File: config.mk
export PLATFORM = sky130hd
export DESIGN_NAME = sseg_cycle_decoder
export DESIGN_NICKNAME = d
export VERILOG_FILES = /design/src/rtl/sseg_pkg.sv /design/src/rtl/sseg_pos_decode.sv /design/src/rtl/sseg_cycle_decoder.sv
export SDC_FILE = /design/constraint.sdc
export NUM_CORES = 1
export LEC_CHECK = 0
export CAP_MARGIN = 20
export CORE_ASPECT_RATIO = 0.6
export CORE_MARGIN = 4
export CORE_UTILIZATION = 25
export CTS_CLUSTER_DIAMETER = 150
export CTS_CLUSTER_SIZE = 24
export DETAILED_ROUTE_END_ITERATION = 12
export GPL_TIMING_DRIVEN = 1
export PLACE_DENSITY = 0.57
export SYNTH_ARGS = -nofsm -noshare
export SYNTH_HDL_FRONTEND = slang
export SYNTH_HIERARCHICAL = 1
export SYNTH_SLANG_ARGS = --single-unit
export TNS_END_PERCENT = 5
File: constraint.sdc
create_clock -name clk_i -period 4.9 [get_ports clk_i]
set_input_delay 0.49 -clock clk_i [delete_from_list [all_inputs] [get_ports clk_i]]
set_output_delay 0.49 -clock clk_i [all_outputs]
set_load 0.02 [all_outputs]
File: src/rtl/sseg_pkg.sv
// Shared constants and state type for the segment-chase bus monitor.
// Segment and anode codes are active-low, exactly as seen on the display nets.
package sseg_pkg;

    localparam logic [7:0] TOP  = 8'b10011100;
    localparam logic [7:0] BOT  = 8'b10100011;
    localparam logic [7:0] NONE = 8'hFF;

    localparam logic [7:0] AN0    = 8'hFE;
    localparam logic [7:0] AN1    = 8'hFD;
    localparam logic [7:0] AN2    = 8'hFB;
    localparam logic [7:0] AN3    = 8'hF7;
    localparam logic [7:0] AN_OFF = 8'hFF;

    typedef enum logic [1:0] {
        IDLE  = 2'd0,
        TRACK = 2'd1,
        FAULT = 2'd2
    } dec_state_t;

endpackage

File: src/rtl/sseg_pos_decode.sv
// Combinational map from one registered bus sample to a chase position.
// Exactly one of p_valid_o / p_blank_o / p_illegal_o is high for any input.
module sseg_pos_decode
    import sseg_pkg::*;
(
    input  logic [7:0] an_i,
    input  logic [7:0] sseg_i,
    output logic [2:0] p_o,
    output logic       p_valid_o,
    output logic       p_blank_o,
    output logic       p_illegal_o
);

    always_comb begin
        // NOTE: every output gets a default before any branch, so no path can leave one unassigned and infer a latch.
        p_o       = 3'd0;
        p_valid_o = 1'b0;
        p_blank_o = 1'b0;

        if (an_i == AN_OFF && sseg_i == NONE) begin
            p_blank_o = 1'b1;
        end else if (sseg_i == TOP) begin
            p_valid_o = 1'b1;
            case (an_i)
                AN0:     p_o = 3'd0;
                AN1:     p_o = 3'd1;
                AN2:     p_o = 3'd2;
                AN3:     p_o = 3'd3;
                default: p_valid_o = 1'b0;
            endcase
        end else if (sseg_i == BOT) begin
            // The bottom half of the chase runs back across the digits.
            p_valid_o = 1'b1;
            case (an_i)
                AN3:     p_o = 3'd4;
                AN2:     p_o = 3'd5;
                AN1:     p_o = 3'd6;
                AN0:     p_o = 3'd7;
                default: p_valid_o = 1'b0;
            endcase
        end

        p_illegal_o = !p_valid_o && !p_blank_o;
    end

endmodule

File: src/rtl/sseg_cycle_decoder.sv
// Receive-side monitor for the segment-chase display bus: recovers position,
// direction, step pulses and lap count, and latches a sticky fault on bad patterns.
module sseg_cycle_decoder
    import sseg_pkg::*;
#(
    parameter int LAP_W = 8
) (
    input  logic             clk_i,
    input  logic             rst_ni,
    input  logic             clr_i,
    input  logic [7:0]       an_i,
    input  logic [7:0]       sseg_i,
    output logic [2:0]       pos_o,
    output logic             pos_valid_o,
    output logic             dir_o,
    output logic             step_o,
    output logic [LAP_W-1:0] lap_o,
    output logic             fault_o,
    output logic             blank_o
);

    logic [7:0]       an_q, sseg_q;
    dec_state_t       state_q, state_d;
    logic [2:0]       pos_q, pos_d;
    logic             dir_q, dir_d;
    logic             step_q, step_d;
    logic [LAP_W-1:0] lap_q, lap_d;
    logic             blank_q;

    logic [2:0] p;
    logic       p_valid, p_blank, p_illegal;
    logic [2:0] delta;

    sseg_pos_decode u_decode (
        .an_i        (an_q),
        .sseg_i      (sseg_q),
        .p_o         (p),
        .p_valid_o   (p_valid),
        .p_blank_o   (p_blank),
        .p_illegal_o (p_illegal)
    );

    // 3-bit subtraction gives the forward distance mod 8 directly.
    assign delta = p - pos_q;

    always_ff @(posedge clk_i) begin
        // NOTE: state registers use non-blocking assignments so every flop samples pre-edge values.
        if (!rst_ni) begin
            an_q    <= AN_OFF;
            sseg_q  <= NONE;
            state_q <= IDLE;
            pos_q   <= 3'd0;
            dir_q   <= 1'b1;
            step_q  <= 1'b0;
            lap_q   <= '0;
            blank_q <= 1'b0;
        end else begin
            an_q    <= an_i;
            sseg_q  <= sseg_i;
            state_q <= state_d;
            pos_q   <= pos_d;
            dir_q   <= dir_d;
            step_q  <= step_d;
            lap_q   <= lap_d;
            blank_q <= p_blank;
        end
    end

    always_comb begin
        state_d = state_q;
        pos_d   = pos_q;
        dir_d   = dir_q;
        step_d  = 1'b0;
        lap_d   = lap_q;

        if (clr_i) begin
            state_d = IDLE;
            lap_d   = '0;
        end else begin
            case (state_q)
                IDLE: begin
                    if (p_valid) begin
                        state_d = TRACK;
                        pos_d   = p;
                    end else if (p_illegal) begin
                        state_d = FAULT;
                    end
                end
                TRACK: begin
                    if (p_illegal) begin
                        state_d = FAULT;
                    end else if (p_blank) begin
                        state_d = IDLE;
                    end else if (delta == 3'd1 || delta == 3'd7) begin
                        step_d = 1'b1;
                        dir_d  = (delta == 3'd1);
                        pos_d  = p;
                        // A wrap is a step across the 7/0 boundary in either direction.
                        if ((delta == 3'd1 && pos_q == 3'd7) || (delta == 3'd7 && pos_q == 3'd0))
                            lap_d = lap_q + LAP_W'(1);
                    end else if (delta != 3'd0) begin
                        state_d = FAULT;
                    end
                end
                FAULT:   state_d = FAULT;
                default: state_d = IDLE;
            endcase
        end
    end

    assign pos_o       = pos_q;
    assign pos_valid_o = (state_q == TRACK);
    assign dir_o       = dir_q;
    assign step_o      = step_q;
    assign lap_o       = lap_q;
    assign fault_o     = (state_q == FAULT);
    assign blank_o     = blank_q;

endmodule

==> flow_summary.json <==
{
  "status": "complete, no violations",
  "postCtsSetupBuffers": 0,
  "ir_drop_uv": 89.73,
  "cp_max_fo": 8,
  "final_common_cell": "clkdlybuf4s50_1",
  "r2r-end": "lap_o[4]",
  "rows": 21,
  "tightest_slew_ns": 0.6785,
  "port-buffer-count": 34,
  "yosys_most_used_dff": "dfxtp_1",
  "drtIter0Drc": 57,
  "gp_congestion": 0.8293,
  "num_antenna_cells": 0,
  "end_kind": "flop",
  "cp-endpoint": "lap_o[4]",
  "min_period_over_period_pct": 81.99,
  "p_sw_share_pct": 22.55,
  "crit_chain": "or4_4 -> or2_4 -> o32ai_1 -> a211o_1 -> inv_1 -> ha_1 -> fa_1 -> or4_4 -> a2111oi_2 -> nand4_1 -> mux2_1",
  "seq_power_share_pct": 52.5,
  "cts_root_buf": "clkbuf_8",
  "worstSetupPathType": "reg2reg",
  "htree_levels": 2,
  "via_per_inst": 4.589,
  "drive_gt1_share_pct": 7.805,
  "maxSlewHeadroom_pct": 54.35,
  "avgRoutedWirePerCell_um": 12.67,
  "clkSinkCount": 32,
  "layout_common_cells": "clkdlybuf4s50_1, dfxtp_1, nand2b_1",
  "regToRegSetupSlack_ns": 0.88,
  "syn-cell-area_um2": 1551,
  "cts_made_buffers": 5,
  "ys_top_cells_by_area": "dfxtp_1, nand2b_1, nand4_1",
  "die_area_um2": 7571,
  "fillers": 615,
  "reg2regPathDepth": 11,
  "grt_max_degree": 27,
  "drc": 0,
  "r2r-start": "sseg_q[3]",
  "ys_seq_area_share_pct": 41.29,
  "ios": 35,
  "finalCriticalPeriod_ns": 4.018,
  "critPathMaxStageDelay_ns": 0.59,
  "power.leakage_nw": 0.7100,
  "hold_class": "reg2reg",
  "synth-edff-count": 0,
  "p_sw_mw": 0.1182,
  "initial_utilization_pct": 26.84,
  "synth.distinct_cells": 43,
  "synth_top_area_cell": "dfxtp_1",
  "async_flop_share_pct": 0,
  "drv_cap": 0,
  "cts_resized": 0,
  "clkPwrFrac_pct": 39.7,
  "setup_viol": 0,
  "setup.worst_path.start": "sseg_q[3]",
  "antenna_found_initial": 0,
  "syn_avg_cell_area_um2": 9.346,
  "clock_path_buffers": 2,
  "syn_inst": 166,
  "ys_ff_latch": 32,
  "grt_pass1_vias": 1250,
  "cts_tree": "done",
  "finalHoldViolations": 0,
  "insertion_delay_ns": 0.28,
  "tns_ns": 0,
  "routed_wl_mm": 3.612,
  "yosys_warnings": 6,
  "critPathLaunchType": "flop",
  "antenna_left": 0,
  "num_vias": 1308,
  "nets": 226,
  "critPathMostFrequentCell": "or4_4",
  "grt_usage_pct": 10.28,
  "finalClockSkew_ns": 0.004847,
  "ctsHoldBuffers": 0,
  "dp_hpwl_mm": 2.726,
  "yosys.area.top_type_share_pct": 41.29,
  "max_freq_ghz": 0.2489,
  "grt-ovfl-total": 0,
  "power_frac_comb_pct": 7.8,
  "firstDrtPassIters": 4,
  "core_um2": 5781,
  "cpMaxStageDelayCell": "a2111oi_2",
  "setup_ws_ns": 0.8824,
  "post-place-ws_ns": 0.9070,
  "rsz0062_at_grt": "no",
  "drv_slew": 0,
  "grt_pass1_wl_mm": 6.099,
  "path_clk_slew_ns": 0.07,
  "synth_nets": 188,
  "powerDensity_nw_per_um2": 252.7,
  "arrival_ns": 4.19,
  "die_h_um": 69.02,
  "p_int_mw": 0.4060,
  "synthToLayoutAreaGrowth_pct": 33.71,
  "worstPathRequired_ns": 5.07,
  "die_w_um": 109.7
}
[cell families (layout without fill, tap and decap cells)]
group	count (synthesis)	in the layout	synth area share, %
compound gates	26	26	12.74
buf+inv	11	50	2.661
xor+xnor	4	4	3.388
simple gates	84	84	33.06
fa+ha+maj	3	3	2.903
mux	6	6	3.952
flops	32	32	41.29
[power by group through the flow]
stage / clock (mW) / combinational [mW] / sequential, mW
6_report: 0.208 / 0.0410 / 0.275
4_1_cts: 0.213 / 0.0414 / 0.275
2_1_floorplan: 0 / 0.0215 / 0.278
3_3_place_gp: 0 / 0.0409 / 0.281
3_5_place_dp: 0 / 0.0411 / 0.281
5_1_grt: 0.224 / 0.0455 / 0.276
[metal layers]
metal	routed length (um)	global-route usage, %
met4	46	3.734
met1	2036	16.11
met5	0	0
met3	231	3.545
met2	1298	12.37
[sequential cells by signal, indices dropped and copies added, names as in the netlist]
register  cells
an_q          8
lap_o         8
sseg_q        8
pos_o         3
state_q       2
blank_o       1
dir_o         1
step_o        1
[synthesized netlist by cell type (all sizes together) (2+ instances only)]
cell type / n
o21ai: 5
or3: 4
nor2: 4
mux2i: 5
or4: 6
nand3b: 2
clkbuf: 4
nand3: 3
a21oi: 9
ha: 2
nand2b: 20
or2: 3
dfxtp: 32
nor3: 5
nand4: 10
nor2b: 5
xnor2: 3
nand2: 11
and2: 3
a211o: 3
inv: 7
nor4: 3
[through the flow]
stage / hold slack [ns] / std cells / power, mW / util, % / cell area (um^2)
2_1_floorplan: 0.5392 / 166 / 0.2991 / - / 1551
5_1_grt: 0.5085 / 285 / 0.5460 / 35.89 / 2074
6_report: 0.4715 / 285 / 0.5242 / 35.89 / 2074
4_1_cts: 0.4773 / 285 / 0.5299 / 35.89 / 2074
3_3_place_gp: 0.4610 / 277 / 0.3218 / 34.33 / 1984
3_5_place_dp: 0.4651 / 277 / 0.3218 / 34.33 / 1984
[how the worst min path moves through the flow]
stage / slack (ns) / from / to / cells after the start
3_3_place_gp: 0.46 / lap_o[7] / lap_o[7] / 2
6_report: 0.47 / lap_o[7] / lap_o[7] / 2
5_1_grt: 0.51 / lap_o[7] / lap_o[7] / 2
4_1_cts: 0.48 / lap_o[7] / lap_o[7] / 2
2_1_floorplan: 0.54 / lap_o[7] / lap_o[7] / 2
3_5_place_dp: 0.47 / lap_o[7] / lap_o[7] / 2
[critical path: cells and delay by family, from the launching register on]
family	cells	cell delay, ns
and+or+nand+nor	4	1.45
AOI/OAI and AO/OA	3	1.03
DFF	1	0.32
adders and majority gates	2	0.73
muxes	1	0.33
buffers and inverters	1	0.05
[final cells by class]
type,count,area [um^2],area share [%]
clock buffer,8,90.09,4.343
inverter,7,26.28,1.267
multi-input combinational,123,869.6,41.92
sequential,32,640.6,30.88
tap,80,100.1,4.825
timing repair buffer,35,347.8,16.77
Power figures use the tool's default switching activity.
